--- src/rtl/key_pkg.sv ---
// key_pkg -- shared definitions for the pushbutton debouncer.
//   key_state_e      : per-channel FSM state
//   DEF_*_CYC        : default cycle counts for a 50 MHz clock
//   max3()           : largest of three cycle counts, used to size counters
package key_pkg;

    typedef enum logic [1:0] {
        IDLE         = 2'd0,
        PRESS_WAIT   = 2'd1,
        HELD         = 2'd2,
        RELEASE_WAIT = 2'd3
    } key_state_e;

    localparam int DEF_DEBOUNCE_CYC      = 500000;    // 10 ms
    localparam int DEF_REPEAT_DELAY_CYC  = 25000000;  // 500 ms
    localparam int DEF_REPEAT_PERIOD_CYC = 5000000;   // 100 ms

    function automatic int max3(input int a, input int b, input int c);
        int m;
        m = a;
        if (b > m) m = b;
        if (c > m) m = c;
        return m;
    endfunction

endpackage

--- src/rtl/key_channel.sv ---
// key_channel -- debounce FSM, level/pulse generation and auto-repeat for one key.
//   i_clk, i_rst_n : clock, asynchronous active-low reset
//   i_pressed      : synchronized key state, 1 = pressed
//   o_level        : debounced state, 1 = pressed
//   o_press        : one-cycle pulse on accepted press
//   o_release      : one-cycle pulse on accepted release
//   o_repeat       : one-cycle auto-repeat pulse while held
module key_channel
    import key_pkg::*;
#(
    parameter int DEBOUNCE_CYC      = DEF_DEBOUNCE_CYC,
    parameter int REPEAT_DELAY_CYC  = DEF_REPEAT_DELAY_CYC,
    parameter int REPEAT_PERIOD_CYC = DEF_REPEAT_PERIOD_CYC,
    parameter int REPEAT_EN         = 1
) (
    input  logic i_clk,
    input  logic i_rst_n,
    input  logic i_pressed,
    output logic o_level,
    output logic o_press,
    output logic o_release,
    output logic o_repeat
);

    localparam int CNT_W = $clog2(max3(DEBOUNCE_CYC, REPEAT_DELAY_CYC, REPEAT_PERIOD_CYC)) + 1;

    localparam logic [CNT_W-1:0] DB_LAST = CNT_W'(DEBOUNCE_CYC - 1);
    localparam logic [CNT_W-1:0] RD_LAST = CNT_W'(REPEAT_DELAY_CYC - 1);
    localparam logic [CNT_W-1:0] RP_LAST = CNT_W'(REPEAT_PERIOD_CYC - 1);

    key_state_e       r_state;
    logic [CNT_W-1:0] r_dcnt;   // debounce counter, shared by press and release waits
    logic [CNT_W-1:0] r_rcnt;   // repeat counter, frozen outside HELD
    logic             r_first;  // next repeat uses the initial delay, not the period

    always_ff @(posedge i_clk or negedge i_rst_n) begin
        if (!i_rst_n) begin
            r_state   <= IDLE;
            r_dcnt    <= '0;
            r_rcnt    <= '0;
            r_first   <= 1'b0;
            o_level   <= 1'b0;
            o_press   <= 1'b0;
            o_release <= 1'b0;
            o_repeat  <= 1'b0;
        end else begin
            o_press   <= 1'b0;
            o_release <= 1'b0;
            o_repeat  <= 1'b0;
            case (r_state)
                IDLE: begin
                    if (i_pressed) begin
                        r_state <= PRESS_WAIT;
                        r_dcnt  <= '0;
                    end
                end
                PRESS_WAIT: begin
                    if (!i_pressed) begin
                        r_state <= IDLE;
                    end else if (r_dcnt == DB_LAST) begin
                        r_state <= HELD;
                        o_level <= 1'b1;
                        o_press <= 1'b1;
                        r_rcnt  <= '0;
                        r_first <= 1'b1;
                    end else if (r_dcnt != '1) begin
                        r_dcnt <= r_dcnt + 1'b1;
                    end
                end
                HELD: begin
                    if (!i_pressed) begin
                        r_state <= RELEASE_WAIT;
                        r_dcnt  <= '0;
                    end else if (REPEAT_EN != 0) begin
                        if (r_rcnt == (r_first ? RD_LAST : RP_LAST)) begin
                            o_repeat <= 1'b1;
                            r_rcnt   <= '0;
                            r_first  <= 1'b0;
                        end else if (r_rcnt != '1) begin
                            r_rcnt <= r_rcnt + 1'b1;
                        end
                    end
                end
                RELEASE_WAIT: begin
                    // A bounce back to pressed resumes HELD silently; the repeat
                    // counter picks up where it stopped.
                    if (i_pressed) begin
                        r_state <= HELD;
                    end else if (r_dcnt == DB_LAST) begin
                        r_state   <= IDLE;
                        o_level   <= 1'b0;
                        o_release <= 1'b1;
                    end else if (r_dcnt != '1) begin
                        r_dcnt <= r_dcnt + 1'b1;
                    end
                end
                default: r_state <= IDLE;
            endcase
        end
    end

endmodule

--- src/rtl/key_debounce.sv ---
// key_debounce -- synchronizers plus one debounce channel per pushbutton.
//   CLOCK_50    : clock
//   resetn      : asynchronous active-low reset
//   KEY         : raw pushbuttons, active-low
//   SW          : raw slide switches
//   key_level   : debounced key state, 1 = pressed
//   key_press   : one-cycle pulse per accepted press
//   key_release : one-cycle pulse per accepted release
//   key_repeat  : one-cycle auto-repeat pulse while held
//   sw_sync     : switches after a 2-flop synchronizer
module key_debounce
    import key_pkg::*;
#(
    parameter int N_KEYS            = 4,
    parameter int N_SW              = 10,
    parameter int DEBOUNCE_CYC      = DEF_DEBOUNCE_CYC,
    parameter int REPEAT_DELAY_CYC  = DEF_REPEAT_DELAY_CYC,
    parameter int REPEAT_PERIOD_CYC = DEF_REPEAT_PERIOD_CYC,
    parameter int REPEAT_EN         = 1
) (
    input  logic              CLOCK_50,
    input  logic              resetn,
    input  logic [N_KEYS-1:0] KEY,
    input  logic [N_SW-1:0]   SW,
    output logic [N_KEYS-1:0] key_level,
    output logic [N_KEYS-1:0] key_press,
    output logic [N_KEYS-1:0] key_release,
    output logic [N_KEYS-1:0] key_repeat,
    output logic [N_SW-1:0]   sw_sync
);

    logic [N_KEYS-1:0] r_key_meta;
    logic [N_KEYS-1:0] r_key_sync;
    logic [N_SW-1:0]   r_sw_meta;
    logic [N_KEYS-1:0] w_pressed;

    // Key flops reset to 1 (released) so a key held through reset is seen
    // as a fresh press once reset lifts.
    always_ff @(posedge CLOCK_50 or negedge resetn) begin
        if (!resetn) begin
            r_key_meta <= '1;
            r_key_sync <= '1;
            r_sw_meta  <= '0;
            sw_sync    <= '0;
        end else begin
            r_key_meta <= KEY;
            r_key_sync <= r_key_meta;
            r_sw_meta  <= SW;
            sw_sync    <= r_sw_meta;
        end
    end

    assign w_pressed = ~r_key_sync;

    for (genvar g = 0; g < N_KEYS; g++) begin : g_ch
        key_channel #(
            .DEBOUNCE_CYC      (DEBOUNCE_CYC),
            .REPEAT_DELAY_CYC  (REPEAT_DELAY_CYC),
            .REPEAT_PERIOD_CYC (REPEAT_PERIOD_CYC),
            .REPEAT_EN         (REPEAT_EN)
        ) u_ch (
            .i_clk     (CLOCK_50),
            .i_rst_n   (resetn),
            .i_pressed (w_pressed[g]),
            .o_level   (key_level[g]),
            .o_press   (key_press[g]),
            .o_release (key_release[g]),
            .o_repeat  (key_repeat[g])
        );
    end

endmodule

--- config.mk ---
export PLATFORM = sky130hd
export DESIGN_NAME = key_debounce
export DESIGN_NICKNAME = d
export VERILOG_FILES = /design/src/rtl/key_pkg.sv /design/src/rtl/key_channel.sv /design/src/rtl/key_debounce.sv
export SDC_FILE = /design/constraint.sdc
export NUM_CORES = 1
export LEC_CHECK = 0
export BUFFER_PORTS_ARGS = -buffer_cell sky130_fd_sc_hd__buf_2
export CAP_MARGIN = 20
export CORE_UTILIZATION = 60
export CTS_CLUSTER_SIZE = 14
export DETAILED_ROUTE_END_ITERATION = 8
export PLACE_DENSITY = 0.81
export SYNTH_ARGS = -nofsm -noshare
export SYNTH_HDL_FRONTEND = slang
export SYNTH_SLANG_ARGS = --single-unit
--- constraint.sdc ---
create_clock -name CLOCK_50 -period 5.3 [get_ports CLOCK_50]
set_input_delay 1.59 -clock CLOCK_50 [delete_from_list [all_inputs] [get_ports CLOCK_50]]
set_output_delay 1.59 -clock CLOCK_50 [all_outputs]
set_load 0.005 [all_outputs]
==> results of run 1 <==
-- layer usage --
metal / track usage / wire, microns
met2: 0.445 / 16900
met4: 0.0806 / 714
met5: 0 / 0
met1: 0.386 / 15800
met3: 0.0287 / 1900
-- kinds of logic (layout without fill, tap and decap cells) --
logic type,Yosys count,in the layout
AND/OR/NAND/NOR,883,883
buffers and inverters,161,163
multiplexers,20,20
flip-flops,264,264
AO/OA/AOI/OAI,386,386
adder cells (fa/ha/maj),12,12
XOR/XNOR,15,15
-- through the flow --
| stage | setup slack (ps) | instance area (sq um) | power, mW | hold WS, ps |
|---|---|---|---|---|
| floorplan | 2930 | 15200 | 2.22 | 331 |
| global placement | 2280 | 15400 | 2.29 | 332 |
| detailed placement | 2150 | 15400 | 2.30 | 338 |
| CTS | 2110 | 16400 | 4.26 | 352 |
| global route | 1850 | 16400 | 4.37 | 360 |
| finish | 2010 | 16400 | 4.22 | 345 |
-- path summary, 6_finish.rpt --
check | start | to | slack [ps]
worst min-delay path | r_sw_meta[9]$_DFF_PN0_ | sw_sync[9]$_DFF_PN0_ | 340
max in group asynchronous | resetn | r_key_meta[0]$_DFF_PN1_ | 3220
min in group asynchronous | resetn | g_ch[2].u_ch.r_rcnt[18]$_DFFE_PN0P_ | 1160
worst min register to register | r_sw_meta[9]$_DFF_PN0_ | sw_sync[9]$_DFF_PN0_ | 340
worst max register to register | g_ch[2].u_ch.r_dcnt[12]$_DFFE_PN0P_ | g_ch[2].u_ch.r_dcnt[9]$_DFFE_PN0P_ | 2010
worst max-delay path | g_ch[2].u_ch.r_dcnt[12]$_DFFE_PN0P_ | g_ch[2].u_ch.r_dcnt[9]$_DFFE_PN0P_ | 2010
-- registers in the layout, indices dropped and copies added (netlist names), 10 cells and up, named ones only --
register / cells
r_sw_meta: 10
sw_sync: 10
g_ch.u_ch.r_rcnt: 104
g_ch.u_ch.r_dcnt: 104
-- cell type report --
cell class | instances | area [sq um]
fill | 2024 | 8170
multi-input combinational | 1316 | 7840
sequential | 264 | 6620
clock buffer | 41 | 831
tap | 324 | 405
timing repair buffer | 61 | 388
inverter | 51 | 191
clock inverter | 10 | 100
-- Yosys cell counts, types with 9 or more instances --
| cell | count |
|---|---|
| buf_2 | 16 |
| o211ai_1 | 10 |
| nor4_1 | 40 |
| nand4_1 | 76 |
| a21o_1 | 9 |
| and4_1 | 16 |
| ha_1 | 12 |
| o311ai_0 | 9 |
| buf_4 | 19 |
| o31ai_1 | 19 |
| inv_1 | 51 |
| and3_1 | 53 |
| or2_2 | 10 |
| a31oi_1 | 11 |
| nor3_1 | 62 |
| clkbuf_1 | 70 |
| nor4b_1 | 17 |
| nand2b_1 | 13 |
| mux2i_1 | 17 |
| nor2_1 | 79 |
| a22o_1 | 25 |
| a21oi_1 | 81 |
| and2_1 | 23 |
| nand2_1 | 220 |
| nand3b_1 | 23 |
| nor2b_1 | 9 |
| dfrtp_1 | 256 |
| or3_1 | 45 |
| or4_1 | 26 |
| o21ai_0 | 131 |
| nand3_1 | 136 |
| o221ai_1 | 15 |
-- where the power goes --
part           switching, mW  internal, mW
sequential            0.0481          2.06
combinational          0.108        0.0475
clock                  0.789          1.18
total                  0.945          3.28
==> summary.txt, run 1 <==
Outcome
  – Status: complete, no violations

Timing
  – Setup-failing EPs final: 0
  – RSZ-0062 raised after global routing: false
  – Slew Limit Fails: 0
  – Slew HR: 0.289
  – Layout Skew: 16.8 ps
  – Final Hold Fails: 0
  – Fin crit period: 3290 ps
  – Setup_tns: 0 ps
  – Fin crit share: 0.621
  – Max Clock Freq: 304 MHz
  – Tightest Pin Transition: 1070 ps

Drt
  – DR WL/cell: 17.1 microns
  – Via density: 6.63
  – Vias after detailed routing: 13,700
  – DR DRC count: 0
  – Starting DRT DRC Count: 1,656
  – Routed Antenna Nets: 0
  – Drt first pass iters: 6
  – Routed Wire Length: 35,300 microns

Worst setup path
  – Critical path's slowest cell: a21o_1
  – Critical Path AT: 3710 ps
  – Largest delay contributor family on the critical path: compound AO/OA/AOI/OAI gates
  – Critical Path Max Stage Delay: 810 ps
  – Worst R2R Path Depth: 6
  – WP depth: 6
  – Critical Path Sink Type: flip-flop
  – Buf/Inv on CP: 0
  – Critical Path RT: 5710 ps
  – Critical-path maximum fanout: 36
  – Crit-path cells: nor4b_1 > nand4_1 > o31ai_2 > a21o_1 > nor4_1 > a311o_1
  – Critical Path Start Type: flip-flop
  – Type of the worst setup path: flip-flop to flip-flop

Synthesis
  – Yosys warning count: 0
  – Main synth FF type: dfrtp_1
  – Netlist cell types: 84
  – Mapped Area: 0.0152 sq mm
  – Synth top area cells: dfrtp_1 42%, nand2_1 5.4%, nand3_1 4.5%
  – Area share of and/or/nand/nor cells after synthesis: 0.317
  – Ys async rst share: 1.00
  – Top cell type's share of synthesized area: 0.423
  – Syn Inst Count: 1,741
  – Post-synthesis xor/xnor area fraction: 0.00867
  – Register area share after synthesis: 0.436
  – Post-synth EDFFs: 0
  – Syn_nets: 1,769
  – Synth Area in Adders: 0.00990
  – Main combinational cell family by area after synthesis: simple AND/OR/NAND/NOR gates
  – Mux cell area share after synthesis: 0.0135
  – Yosys reg bits: 264
  – Syn Area/Cell: 8.71 sq um
  – Synth Area in Compound Gates: 0.167
  – Cell taking the most area after synthesis: dfrtp_1

Clocking
  – Clock-pin slew on the worst setup and hold paths: 60 ps
  – CTS tree: done
  – CTS Sinks: 264
  – H-tree Lvls: 1
  – Hold_buf cts: 0
  – Worst skew pair latency: 550 ps
  – Cts bufs inserted: 28
  – CTS Buffer Depth: 3
  – CTS Root Cell: clkbuf_16
  – Post-cts gate resize count: 0
  – Post-CTS Setup Bufs: 0

Global route
  – Wire length of the first global-routing pass: 60,200 microns
  – Initial antenna violation count: 0
  – Overall Global Routing Usage: 0.273
  – Vias in the first global route: 12,700
  – Gr ovfl total: 0
  – Largest net degree at the start of global routing: 121

Pwr
  – Static Leak: 6.60 nW
  – Worst VDD drop: 0.257 mV
  – Pwr/cell area: 258 mW/mm^2

Layout
  – Post-Layout Cell Count: 2,067
  – Final #Nets: 1,750
  – Layout cell share with drive strength beyond 1: 0.0861
  – Commonest non-fill, non-tap cells in the layout: 256 x dfrtp_1, 220 x nand2_1, 136 x nand3_1
  – Most common cell after layout, fill and taps aside: dfrtp_1
  – Final core occ: 0.667
  – Syn-to-layout area delta: 7.96%
  – Diode count: 0

Floorplanning
  – Num ports: 42
  – Initial core utilization: 0.618
  – Row count: 57
  – Die Area: 0.0259 sq mm
  – Chip width: 161 microns
  – Die Ht: 161 microns
  – Core Box Area: 0.0245 sq mm

Placement
  – Placed cells: 2,016
  – Port Buffers: 41
  – Post-DP HPWL: 23,400 microns
  – RD Place Congestion: 0.987

Min path
  – HP Class: flip-flop to flip-flop
  – Hold depth: 0

Flow run
  – Max-cap violations: 0
No activity file was read; power rests on OpenSTA's default activity.
==> run 2, diff against run 1 <==
Settings changed: ABC_AREA set to 1, CORE_UTILIZATION 60 to 58, PLACE_DENSITY 0.81 to 0.82.
Clock period 5.3 ns to 2.9 ns, I/O delays scaled along.
==> run 2 against run 1 <==
  * Global-route usage shrank 0.57 points
  * First-iteration DRC count shrank 19%
  * Setup slack lost 1500 ps
  * Via count grew 17%
  * Worst hold slack lost 140 ps
  * Cell area grew 13%
  * Sequential power grew 79%
  * Utilization shrank 2.5 points
  * Power grew 84%
  * Non-clock buffer count grew 1
  * Die area grew 16%
  * Register-to-register slack lost 1500 ps
==> summary.txt, run 2 <==
Layout
  – Diode count: 0 (unchanged)
  – Syn-to-layout area delta: 8.47%
  – Most common cell after layout, fill and taps aside: nand2_1
  – Layout cell share with drive strength beyond 1: 0.0658 (-0.0203)
  – Commonest non-fill, non-tap cells in the layout: 1,070 x nand2_1, 428 x nor2_1, 262 x inv_1
  – Post-Layout Cell Count: 3,076 (+49%)
  – Biggest regs: g_ch.u_ch.r_dcnt (104), g_ch.u_ch.r_rcnt (104)
  – Final #Nets: 2,697 (+54%)

Drt
  – Routed Antenna Nets: 0 (unchanged)
  – Starting DRT DRC Count: 1,348 (-19%)
  – Routed Wire Length: 39,600 microns (+12%)
  – DR DRC count: 0 (unchanged)
  – Via density: 5.19 (-22%)
  – Drt first pass iters: 6 (unchanged)
  – DR WL/cell: 12.9 microns (-25%)
  – Vias after detailed routing: 16,000 (+17%)

Global route
  – Overall Global Routing Usage: 0.267 (-0.00574)
  – Initial antenna violation count: 0 (unchanged)
  – Vias in the first global route: 14,800 (+16%)
  – Wire length of the first global-routing pass: 68,200 microns (+13%)
  – Gr ovfl total: 0 (unchanged)
  – Largest net degree at the start of global routing: 83 (-31%)

Clocking
  – Cts bufs inserted: 29 (+3.6%)
  – CTS Sinks: 264 (unchanged)
  – Worst skew pair latency: 560 ps (about the same)
  – CTS tree: done
  – Hold_buf cts: 0 (unchanged)
  – Post-cts gate resize count: 0 (unchanged)
  – CTS Buffer Depth: 3 (unchanged)
  – H-tree Lvls: 1 (unchanged)
  – CTS Root Cell: clkbuf_16
  – Clock-pin slew on the worst setup and hold paths: 60 ps (about the same)
  – Post-CTS Setup Bufs: 0 (unchanged)

Timing
  – Max Clock Freq: 418 MHz (+38%)
  – RSZ-0062 raised after global routing: false
  – Tightest Pin Transition: 744 ps (-323 ps)
  – Setup-failing EPs final: 0 (unchanged)
  – Layout Skew: 18.5 ps (+1.69 ps)
  – Final Hold Fails: 0 (unchanged)
  – Final WS setup: 506 ps (-1500 ps)
  – Slew Limit Fails: 0 (unchanged)
  – Fin crit share: 0.825 (+0.204)
  – Slew HR: 0.502 (+0.213)
  – Setup_tns: 0 ps (unchanged)
  – Fin crit period: 2390 ps (-899 ps)

Min path
  – HP Class: input pin to async pin

Floorplanning
  – Chip width: 174 microns (+7.8%)
  – Initial core utilization: 0.592 (-0.0263)
  – Core Box Area: 0.0289 sq mm (+18%)
  – Die Area: 0.0301 sq mm (+16%)
  – Row count: 62 (+8.8%)
  – Num ports: 42 (unchanged)
  – Die Ht: 174 microns (+7.8%)

Synthesis
  – Yosys warning count: 0 (unchanged)
  – Register area share after synthesis: 0.388 (-0.0489)
  – Syn Area/Cell: 6.46 sq um (-26%)
  – Syn Inst Count: 2,643 (+52%)
  – Top-count cell post-synth: nand2_1
  – Cell taking the most area after synthesis: dfrtp_1
  – Netlist cell types: 38 (-55%)
  – Mapped Area: 0.0171 sq mm (+13%)
  – Post-synth top cells: 1,070 x nand2_1, 428 x nor2_1, 262 x inv_1
  – Syn_nets: 2,671 (+51%)
  – Post-synth EDFFs: 0 (unchanged)
  – Top cell type's share of synthesized area: 0.375 (-0.0474)
  – Synth top area cells: dfrtp_1 38%, nand2_1 24%, nor2_1 9.4%
  – Yosys reg bits: 264 (unchanged)
  – Main synth FF type: dfrtp_1
  – Ys async rst share: 1.00 (unchanged)

Pwr
  – Logic pwr share: 0.038 (about the same)
  – Clock Power Share: 0.478 (+0.013)
  – Net Sw Power: 1.78 mW (+89%)
  – Worst VDD drop: 0.498 mV (+94%)
  – Pint: 5.99 mW (+83%)
  – Sw Ratio: 0.229 (+0.00574)
  – Pwr/cell area: 420 mW/mm^2 (+63%)
  – Static Leak: 8.88 nW (+34%)
  – Sequential share of power: 0.484 (-0.014)

Worst setup path
  – Type of the worst setup path: flip-flop to flip-flop
  – Critical Path Start Type: flip-flop
  – Worst R2R Path Depth: 11 (+5)
  – Critical Path AT: 2880 ps (-830 ps)
  – End of the worst register-to-register path: g_ch[2].u_ch.r_rcnt[17]$_DFFE_PN0P_
  – Setup crit end: g_ch[2].u_ch.r_rcnt[17]$_DFFE_PN0P_
  – R2r setup slk: 510 ps (-1500 ps)
  – Reg2reg start: g_ch[2].u_ch.r_dcnt[0]$_DFFE_PN0P_
  – Launch point of the critical path: g_ch[2].u_ch.r_dcnt[0]$_DFFE_PN0P_
  – Critical Path RT: 3390 ps (-2320 ps)
  – Critical Path Sink Type: flip-flop
  – Critical-path maximum fanout: 13 (-64%)

Placement
  – Post-DP HPWL: 28,700 microns (+23%)
  – DP Worst Slack: 563 ps (-1580 ps)
  – Placed cells: 3,022 (+50%)
  – RD Place Congestion: 0.939 (-4.8%)
  – Port Buffers: 41 (unchanged)

Outcome
  – Status: complete, no violations

Flow run
  – Max-cap violations: 0 (unchanged)
run 2: cell count changes after synthesis, moves of 26 or more:
cell	delta
a21oi_1	-67
nor4_1	-39
inv_1	+211
or3_1	-45
or4_1	-26
o21ai_0	-40
and3_1	-53
clkbuf_1	-61
nand3_1	+40
nor2_1	+349
nand4_1	-47
xor2_1	+71
nand2_1	+850
nor3_1	-35
run 2: how the worst min path moves through the flow:
stage	from	cells after the start	to	slack [ps]
5_1_grt	resetn	1	g_ch[0].u_ch.r_rcnt[19]$_DFFE_PN0P_	220
6_report	resetn	1	g_ch[0].u_ch.r_rcnt[19]$_DFFE_PN0P_	210
3_3_place_gp	r_sw_meta[0]$_DFF_PN0_	0	sw_sync[0]$_DFF_PN0_	330
3_5_place_dp	r_sw_meta[0]$_DFF_PN0_	0	sw_sync[0]$_DFF_PN0_	340
4_1_cts	resetn	1	g_ch[0].u_ch.r_rcnt[18]$_DFFE_PN0P_	200
2_1_floorplan	r_sw_meta[0]$_DFF_PN0_	0	sw_sync[0]$_DFF_PN0_	330
run 2: logic make-up after synthesis:
group | count (synthesis) | synth area share
compound gates | 141 | 0.0426
simple gates | 1795 | 0.428
fa+ha+maj | 12 | 0.00879
buf+inv | 335 | 0.0838
flops | 264 | 0.388
xor+xnor | 96 | 0.0492
run 2: metal layers:
metal	global-route usage	routed length, microns
met1	0.373	18700
met5	0	0
met2	0.446	18300
met3	0.0311	1890
met4	0.0623	761
run 2: power by group through the flow:
stage	Clock [mW]	Combinational (mW)	Sequential, mW
2_1_floorplan	0	0.160	3.82
3_3_place_gp	0	0.292	3.83
3_5_place_dp	0	0.300	3.83
4_1_cts	3.80	0.301	3.76
5_1_grt	3.93	0.339	3.77
6_report	3.72	0.295	3.76
run 2: worst max-delay path: stages, from the launching register on:
cell and delay, ps:
dfrtp_1 390, ha_1 270, nand2_1 130, nor2_1 180, inv_1 90, nor2_2 130
nand3_1 200, nand2_1 140, nand2_1 80, nor2_2 470, nand2_1 130, nand2_1 100
run 2: final cells by class:
class                   count  area [sq um]
fillers                  2640         10300
multi-input cells        2044          9020
inverters                 268          1010
clock buffers              43           878
repair buffers             62           410
well taps                 384           480
clock inverters            11           103
flip-flops and latches    264          6620
run 2: per-stage QoR:
step / power, mW / utilization / hold slack, ps / instance area [sq um]
global placement: 4.12 / 0.608 / 333 / 17500
detailed placement: 4.13 / 0.608 / 336 / 17500
floorplan: 3.98 / - / 331 / 17100
global route: 8.04 / 0.642 / 218 / 18500
CTS: 7.86 / 0.642 / 202 / 18500
finish: 7.78 / 0.642 / 206 / 18500
